==> config.mk <==
export PLATFORM = sky130hd
export DESIGN_NAME = utap_rx
export DESIGN_NICKNAME = d
export VERILOG_FILES = /design/src/rtl/utap_rx.sv
export SDC_FILE = /design/constraint.sdc
export NUM_CORES = 1
export LEC_CHECK = 0
export CORE_MARGIN = 1.5
export CORE_UTILIZATION = 38
export DETAILED_ROUTE_END_ITERATION = 10
export PLACE_DENSITY = 0.56
export SLEW_MARGIN = 20
export SYNTH_ARGS = -nofsm -noshare
export SYNTH_HDL_FRONTEND = slang
export SYNTH_SLANG_ARGS = --single-unit
==> constraint.sdc <==
create_clock -name clk -period 3 [get_ports clk]
set_input_delay 0.3 -clock clk [delete_from_list [all_inputs] [get_ports clk]]
set_output_delay 0.3 -clock clk [all_outputs]
set_load 0.05 [all_outputs]
==> src/rtl/utap_rx.sv <==
// rtl/utap_rx.sv - serial debug-line byte receiver with receive FIFO; optional even parity via UTAP_RX_PARITY_EN
module utap_rx #(
    parameter int CLKS_PER_BIT = 16,
    parameter int FIFO_DEPTH   = 4
) (
    input  logic                          clk,
    input  logic                          reset,
    input  logic                          rx,
    output logic [7:0]                    rd_data,
    output logic                          rd_valid,
    input  logic                          rd_ready,
    output logic [$clog2(FIFO_DEPTH):0]   fifo_count,
    output logic                          frame_err,
    output logic                          overrun
);

    localparam int TW = $clog2(CLKS_PER_BIT);
    localparam int PW = $clog2(FIFO_DEPTH);
    localparam int CW = PW + 1;
    localparam logic [TW-1:0] T_HALF = TW'(CLKS_PER_BIT / 2 - 1);
    localparam logic [TW-1:0] T_FULL = TW'(CLKS_PER_BIT - 1);
    localparam logic [CW-1:0] DEPTH  = CW'(FIFO_DEPTH);

    typedef enum logic [2:0] {
        IDLE,
        START,
        DATA,
`ifdef UTAP_RX_PARITY_EN
        PARITY,
`endif
        STOP
    } state_t;

    state_t          state, state_nxt;
    logic            rx_m, rx_s;
    logic [TW-1:0]   timer, timer_nxt;
    logic [2:0]      idx, idx_nxt;
    logic [7:0]      shreg, shreg_nxt;
    logic            par_err, par_err_nxt;
    logic            stop_hit;
    logic            good_byte, bad_frame, full, pop, push, drop;

    logic [7:0]      mem [FIFO_DEPTH];
    logic [PW-1:0]   wr_ptr, rd_ptr;

    // Two-flop synchroniser; idles high so reset never looks like a start bit
    always_ff @(posedge clk) begin
        if (reset) begin
            rx_m <= 1'b1;
            rx_s <= 1'b1;
        end else begin
            rx_m <= rx;
            rx_s <= rx_m;
        end
    end

    // Receiver state, bit timer, bit index and shift register
    always_ff @(posedge clk) begin
        if (reset) begin
            state   <= IDLE;
            timer   <= '0;
            idx     <= '0;
            shreg   <= '0;
            par_err <= 1'b0;
        end else begin
            state   <= state_nxt;
            timer   <= timer_nxt;
            idx     <= idx_nxt;
            shreg   <= shreg_nxt;
            par_err <= par_err_nxt;
        end
    end

    // Next-state: mid-bit sampling, start sampled at half a bit, data/parity/stop one bit later
    always_comb begin
        state_nxt   = state;
        timer_nxt   = timer + 1'b1;
        idx_nxt     = idx;
        shreg_nxt   = shreg;
        par_err_nxt = par_err;
        stop_hit    = 1'b0;
        case (state)
            IDLE: begin
                timer_nxt   = '0;
                par_err_nxt = 1'b0;
                if (!rx_s) state_nxt = START;
            end
            START: begin
                if (timer == T_HALF) begin
                    timer_nxt = '0;
                    idx_nxt   = '0;
                    state_nxt = rx_s ? IDLE : DATA;
                end
            end
            DATA: begin
                if (timer == T_FULL) begin
                    timer_nxt = '0;
                    shreg_nxt = {rx_s, shreg[7:1]};
                    idx_nxt   = idx + 3'd1;
                    if (idx == 3'd7) begin
`ifdef UTAP_RX_PARITY_EN
                        state_nxt = PARITY;
`else
                        state_nxt = STOP;
`endif
                    end
                end
            end
`ifdef UTAP_RX_PARITY_EN
            PARITY: begin
                if (timer == T_FULL) begin
                    timer_nxt   = '0;
                    par_err_nxt = rx_s ^ (^shreg);
                    state_nxt   = STOP;
                end
            end
`endif
            STOP: begin
                if (timer == T_FULL) begin
                    timer_nxt = '0;
                    stop_hit  = 1'b1;
                    state_nxt = IDLE;
                end
            end
            default: state_nxt = IDLE;
        endcase
    end

    // Frame outcome and FIFO handshake; a pop in the stop cycle frees room for the new byte
    always_comb begin
        rd_valid  = (fifo_count != '0);
        full      = (fifo_count == DEPTH);
        pop       = rd_valid && rd_ready;
        good_byte = stop_hit && rx_s && !par_err;
        bad_frame = stop_hit && !(rx_s && !par_err);
        push      = good_byte && (!full || pop);
        drop      = good_byte && full && !pop;
        rd_data   = rd_valid ? mem[rd_ptr] : 8'h00;
    end

    // FIFO storage; contents need no reset because rd_data is masked while empty
    always_ff @(posedge clk) begin
        if (push) mem[wr_ptr] <= shreg;
    end

    // FIFO pointers, occupancy and one-cycle status pulses
    always_ff @(posedge clk) begin
        if (reset) begin
            wr_ptr     <= '0;
            rd_ptr     <= '0;
            fifo_count <= '0;
            frame_err  <= 1'b0;
            overrun    <= 1'b0;
        end else begin
            if (push) wr_ptr <= wr_ptr + 1'b1;
            if (pop)  rd_ptr <= rd_ptr + 1'b1;
            fifo_count <= fifo_count + CW'(push) - CW'(pop);
            frame_err  <= bad_frame;
            overrun    <= drop;
        end
    end

endmodule

=== Word level (Yosys, flattened, before mapping) ===
Memory sizes are Yosys's and may differ from the RTL's. A register that Yosys moved wholly into a read port is not among the register bits.
Index checks and enable logic that the tools add are counted.

* Divide/modulo/power cells: 0
* Add/subtract/negate cells: 6
* Reduce and logical (&&, ||, !) cells: 17
* $mul: 0
* Bitwise gates (word level): 0
* Eq/ne operators: 12
* Shifts and indexed selects: 0
* Mux-type cells: 20
* Order comparisons: 0

{| class="wikitable"
|+ Operators with widths
! operator !! number
|-
| 2-to-1 mux 3 bit || 7
|-
| one-hot mux 3 bit (4 select lines) || 1
|-
| one-hot mux 4 bit (3 select lines) || 1
|-
| inequality test 2 bit (second input constant) || 5
|-
| 2-to-1 mux 4 bit || 2
|-
| 2-to-1 mux 8 bit || 1
|-
| == test 3 x 2 -> 1 bit (second input constant) || 2
|-
| == test 3 bit (second input constant) || 2
|-
| logical AND 1 bit || 6
|-
| 2-to-1 mux 2 bit || 3
|-
| one-hot mux 3 bit (2 select lines) || 1
|-
| AND reduction 5 bit || 1
|-
| adder 2 x 1 -> 2 bit (second input constant) || 2
|-
| adder 4 x 1 -> 4 bit (second input constant) || 1
|-
| == test 4 x 3 -> 1 bit (second input constant) || 1
|-
| == test 4 bit (second input constant) || 1
|-
| 2-to-1 mux 1 bit || 4
|-
| adder 3 x 1 -> 3 bit || 1
|-
| adder 3 x 1 -> 3 bit (second input constant) || 1
|-
| == test 3 x 1 -> 1 bit (second input constant) || 1
|-
| zero test 1 bit || 3
|-
| zero test 3 bit || 1
|-
| AND reduction 3 bit || 1
|-
| nonzero test 3 bit || 1
|-
| 5 further kinds || 5
|}

* ROM bits: 0
* Memory bits (writable): 32
* Latch bits: 0
* Logic and storage cells: 67
* Flip-flop bits (word level): 29
* Memories kept: 1
* Bits of input ports: 4

{| class="wikitable"
|+ Memory list
! name !! words !! width !! rd ports !! clocked after memory_dff !! wr ports !! RTL line !! RTL
|-
| mem || 4 || 8 || 1 || 1 || 1 || 43 || <nowiki>logic [7:0] mem [FIFO_DEPTH];</nowiki>
|}

=== Longest topological paths before layout ===
* Depth after elaboration: 7
* Mapped depth: 11

=== Worst setup path before layout ===
Ideal clock, no wire load.

* Path type: register to register
* From: register fifo_count[1]
* To: register fifo_count[2]
* Cell stages (with the launch flop): 11
* Arrival: 2,429 ps
* Library setup time: 128 ps
* Clock period less this slack: 2,557 ps
* Slack: 443 ps
* Cells stage by stage: dfxtp_1 > nor4b_2 > nor4_4 > inv_1 > ha_1 > inv_1 > ha_1 > fa_1 > xnor2_1 > xnor2_1 > nor2_1

* Longest elaborated chain between the ends: 6
* Elaborated cells on any way between the ends: 8

{| class="wikitable"
|+ Ends and longest elaborated chain
! element !! RTL line !! RTL
|-
| start, declared || 12 || <nowiki>output logic [$clog2(FIFO_DEPTH):0] fifo_count,</nowiki>
|-
| start signal, assigned || 157 || <nowiki>fifo_count <= fifo_count + CW'(push) - CW'(pop);</nowiki>
|-
| == test 3 bit or nonzero test 3 bit (tied branches) || 132, 131 ||
|-
| zero test 1 bit or logical AND 1 bit (tied branches) || 136, 133 ||
|-
| logical OR 1 bit || 136 || <nowiki>push = good_byte && (!full || pop);</nowiki>
|-
| logical AND 1 bit || 136 ||
|-
| adder 3 x 1 -> 3 bit || 157 ||
|-
| subtractor 3 x 1 -> 3 bit * || 157 ||
|}

Every way passes the cells marked *; elsewhere a longest branch is shown, timed or not.
A chain may end at the register's enable or synchronous reset.

=== Final worst setup path ===
* From: register timer[0]
* To: register fifo_count[2]

* Longest elaborated chain between the ends: 7

{| class="wikitable"
|+ Ends and longest elaborated chain
! element !! RTL line !! RTL
|-
| start, declared || 36 || <nowiki>logic [TW-1:0] timer, timer_nxt;</nowiki>
|-
| start signal, assigned || 67 || <nowiki>timer <= timer_nxt;</nowiki>
|-
| == test 4 bit || 119 || <nowiki>if (timer == T_FULL) begin</nowiki>
|-
| 2-to-1 mux 1 bit || 119 ||
|-
| 2-to-1 mux 1 bit || 82 || <nowiki>case (state)</nowiki>
|-
| logical AND 1 bit || 134 || <nowiki>good_byte = stop_hit && rx_s && !par_err;</nowiki>
|-
| logical AND 1 bit || 136 ||
|-
| adder 3 x 1 -> 3 bit || 157 ||
|-
| subtractor 3 x 1 -> 3 bit || 157 ||
|}

No other way between the ends.

==> run_summary.xml <==
<?xml version="1.0" encoding="UTF-8"?>
<metrics>
  <group name="worst_hold_path">
    <metric name="hold_critical_path_endpoint" unit="">rx_s</metric>
    <metric name="hold-path-cell-count" unit="">1</metric>
    <metric name="worstHoldPathType" unit="">flip-flop to flip-flop</metric>
    <metric name="min_from" unit="">rx_m</metric>
  </group>
  <group name="synthesis">
    <metric name="ys_dominant_reg_cell" unit="">sky130_fd_sc_hd__edfxtp_1</metric>
    <metric name="synth_fp_nets" unit="">217</metric>
    <metric name="synthTopCellsByArea" unit="">sky130_fd_sc_hd__edfxtp_1 (37%), sky130_fd_sc_hd__dfxtp_1 (23%), sky130_fd_sc_hd__mux4_2 (6.9%)</metric>
    <metric name="syn-cell-area" unit="µm²">2620</metric>
    <metric name="synth.most_common_cell" unit="">sky130_fd_sc_hd__edfxtp_1</metric>
    <metric name="syn_avg_cell_area" unit="µm²">12.9</metric>
    <metric name="yosys.cell_types.count" unit="">38</metric>
    <metric name="count_of_flip_flops_with_a_built_in_enable_after_synthesis" unit="">32</metric>
    <metric name="synth_async_sr_flop_share" unit="%">0</metric>
    <metric name="ys.warnings.count" unit="">0</metric>
    <metric name="synth-seq-area-share" unit="%">59.6</metric>
    <metric name="syn-instance-count" unit="">203</metric>
    <metric name="cell_taking_the_most_area_after_synthesis" unit="">sky130_fd_sc_hd__edfxtp_1</metric>
    <metric name="synth.cells.most_frequent" unit="">sky130_fd_sc_hd__edfxtp_1 (32), sky130_fd_sc_hd__dfxtp_1 (30), sky130_fd_sc_hd__nor2b_1 (14), sky130_fd_sc_hd__nor2_1 (11)</metric>
    <metric name="ys_ff_latch" unit="">62</metric>
    <metric name="synth_top_area_share" unit="%">36.7</metric>
  </group>
  <group name="drt">
    <metric name="finalWirelength" unit="mm">4.21</metric>
    <metric name="remaining_drc_errors" unit="">0</metric>
    <metric name="dr_total_vias" unit="">1482</metric>
    <metric name="drt_iter0_markers" unit="">53</metric>
    <metric name="drt-wirelength-per-cell" unit="µm">13.7</metric>
    <metric name="detail_route.vias_per_cell" unit="">4.81</metric>
    <metric name="drt.antenna.violating_nets" unit="">0</metric>
    <metric name="detail_route.first_pass.iterations" unit="">4</metric>
  </group>
  <group name="place">
    <metric name="routabilityCongestion" unit="">0.746</metric>
    <metric name="io_buffer_count" unit="">17</metric>
    <metric name="hpwl" unit="mm">2.87</metric>
  </group>
  <group name="pwr">
    <metric name="cellPowerDensity" unit="nW/µm²">826</metric>
    <metric name="power.share.clock" unit="%">30.0</metric>
    <metric name="leakagePower" unit="nW">1.06</metric>
    <metric name="vdd_drop_max" unit="V">0.000268</metric>
    <metric name="total_power" unit="mW">2.53</metric>
    <metric name="pwr-share-seq" unit="%">39.2</metric>
    <metric name="comb_power_share" unit="%">30.8</metric>
    <metric name="cellInternalPower" unit="mW">1.69</metric>
    <metric name="netSwitchingFraction" unit="%">33.1</metric>
    <metric name="switching_power" unit="mW">0.840</metric>
  </group>
  <group name="worst_setup_path">
    <metric name="cp-start-kind" unit="">flip-flop</metric>
    <metric name="critPathKind" unit="">flip-flop to flip-flop</metric>
    <metric name="cp_slowest_cell" unit="">sky130_fd_sc_hd__nor4_4</metric>
    <metric name="worst_path_largest_cell_delay" unit="ns">0.46</metric>
    <metric name="cp_data_required_time" unit="ns">3.22</metric>
    <metric name="path_common_cell" unit="">sky130_fd_sc_hd__ha_1</metric>
    <metric name="endpoint_type_of_the_worst_setup_path" unit="">flip-flop</metric>
    <metric name="worstPathCellList" unit="">ha_1 -&gt; nand3_4 -&gt; nor4_4 -&gt; inv_1 -&gt; ha_1 -&gt; inv_1 -&gt; ha_1 -&gt; fa_1 -&gt; xnor2_1 -&gt; xnor2_1 -&gt; nor2_1</metric>
    <metric name="arrival" unit="ns">2.94</metric>
    <metric name="rr_endpoint" unit="">fifo_count[2]</metric>
    <metric name="timing.rr.start" unit="">timer[0]</metric>
    <metric name="worst_r2r_path_depth" unit="">11</metric>
    <metric name="worstPathMaxFanout" unit="">12</metric>
    <metric name="ff2ff_setup_slack" unit="ns">0.28</metric>
  </group>
  <group name="timing">
    <metric name="finClkSkew" unit="ns">0.00552</metric>
    <metric name="setup-violations-final" unit="">0</metric>
    <metric name="rsz_0062_raised_after_global_routing" unit="">false</metric>
    <metric name="post_layout_minimum_cycle_time" unit="ns">2.72</metric>
    <metric name="finalMaxSlewViolations" unit="">0</metric>
    <metric name="timing.final.hold_violations" unit="">0</metric>
    <metric name="slew-limit-headroom" unit="%">52.1</metric>
    <metric name="timing.fmax" unit="GHz">0.367</metric>
    <metric name="timing.final.crit_share" unit="%">90.7</metric>
    <metric name="worst_tran_pin_value" unit="ns">0.716</metric>
    <metric name="finalSetupTns" unit="ns">0</metric>
  </group>
  <group name="cts">
    <metric name="cts_htree_levels" unit="">3</metric>
    <metric name="post_cts_hold_buffer_count" unit="">0</metric>
    <metric name="cts_max_path_buffers" unit="">2</metric>
    <metric name="cts.repair_timing.setup_buffer_count" unit="">0</metric>
    <metric name="cts.reportedPaths.clkPinSlew" unit="ns">0.06</metric>
    <metric name="numClockSinks" unit="">62</metric>
    <metric name="cts_buffers" unit="">9</metric>
    <metric name="ctsRootBufferMaster" unit="">sky130_fd_sc_hd__clkbuf_8</metric>
    <metric name="cts.repair.resized" unit="">0</metric>
    <metric name="cts_tree" unit="">done</metric>
    <metric name="clkLatencyLatePin" unit="ns">0.33</metric>
  </group>
  <group name="final_layout">
    <metric name="layout_cells_sized_above_1" unit="%">14.9</metric>
    <metric name="nNetsFinal" unit="">238</metric>
    <metric name="num_antenna_cells" unit="">0</metric>
    <metric name="area.growth.synth_to_final" unit="%">17.2</metric>
  </group>
  <group name="die">
    <metric name="fp.dieW" unit="µm">86.0</metric>
    <metric name="initial_core_util" unit="%">39.0</metric>
    <metric name="die_height" unit="µm">86.0</metric>
    <metric name="dieArea" unit="µm²">7400</metric>
    <metric name="ioPinCount" unit="">18</metric>
    <metric name="core_area" unit="µm²">6720</metric>
    <metric name="rows" unit="">30</metric>
  </group>
  <group name="grt">
    <metric name="grt_overflow_total" unit="">0</metric>
    <metric name="first_global_vias" unit="">1426</metric>
    <metric name="grt_max_degree" unit="">23</metric>
    <metric name="grt_pass1_wl" unit="mm">7.02</metric>
    <metric name="global_route.usage.total" unit="%">12.9</metric>
    <metric name="antenna_found_initial" unit="">0</metric>
  </group>
  <group name="flow_run">
    <metric name="maxCapViolCount" unit="">0</metric>
  </group>
  <group name="outcome">
    <metric name="run_status" unit="">completed</metric>
  </group>
</metrics>
[stage by stage]
stage,util [%],cells,hold WS (ns),worst slack [ns],area [µm²]
global route,45.7,308,0.428,0.0309,3070
detailed placement,42.7,293,0.394,0.280,2870
global placement,42.7,293,0.393,0.309,2870
CTS,45.7,308,0.410,0.239,3070
finish,45.7,308,0.406,0.278,3070
floorplan,-,203,0.389,0.443,2620
[cells by family (layout without fill, tap and decap cells)]
kind of cell               after synthesis  count (layout)  share of synthesized area, %
AOI/OAI and AO/OA                       25              25                          5.54
muxes                                   13              13                          9.03
DFF                                     62              62                          59.6
buffers and inverters                   21              46                          3.44
xor gates and xnor gates                 6               6                          2.01
adders and majority gates               10              10                          5.06
and+or+nand+nor                         66              66                          15.3
[flip-flops by register name, indices dropped and copies added, names as in the netlist, named ones only]
signal / cells
wr_ptr: 2
mem: 32
rx_s: 1
overrun: 1
frame_err: 1
state: 2
timer: 4
rd_ptr: 2
idx: 3
fifo_count: 3
shreg: 8
rx_m: 1
[critical path: cells and delay by family (launching register included)]
kind	cells	cell delay, ns
fa+ha+maj	4	1.13
simple gates	3	0.69
flops	1	0.35
xor+xnor	2	0.30
buf+inv	2	0.13
[placed cells by master, fill, tap and decap left out, drive strengths merged, types with 5 or more instances in the layout]
cell	Yosys	final
nor2b	14	14
nand2b	5	5
o21ai	9	9
ha	9	9
dfxtp	30	30
mux4	8	8
clkdlybuf4s50	0	17
edfxtp	32	32
nand3	11	11
a21oi	10	10
inv	10	10
nor2	11	11
clkbuf	4	10
[how the worst max path moves through the flow]
stage	start	endpoint	slack [ns]	cells after the start
global route	timer[0]	fifo_count[2]	0.03	11
CTS	flip-flop	rd_data[2]	0.24	3
floorplan	fifo_count[1]	fifo_count[2]	0.44	10
global placement	timer[0]	fifo_count[2]	0.31	11
detailed placement	timer[0]	fifo_count[2]	0.28	11
finish	timer[0]	fifo_count[2]	0.28	11
[cell type report]
type / count / area [µm²]
clock buffer: 10 / 128
tap: 80 / 100
timing repair buffer: 21 / 200
clock inverter: 5 / 75.1
sequential: 62 / 1560
fill: 609 / 3650
multi-input combinational: 120 / 968
inverter: 10 / 37.5
[routing by layer]
layer	vias to the layer above	GRT usage (%)	part of all wire [%]	wire length [µm]
li1	765	-	-	-
met1	691	15.8	48	2040
met2	20	19.9	47	1980
met3	6	4.62	3.2	136
met4	0	7.04	1.4	57
met5	-	0	0	0
[power groups by stage]
stage          clock network, mW  logic (mW)  registers (mW)
6_report                   0.762       0.780           0.993
3_3_place_gp                   0       0.786            1.01
2_1_floorplan                  0       0.535            1.03
5_1_grt                    0.814       0.832            1.00
3_5_place_dp                   0       0.790            1.01
4_1_cts                    0.777       0.790           0.996
Power figures use the tool's default switching activity.
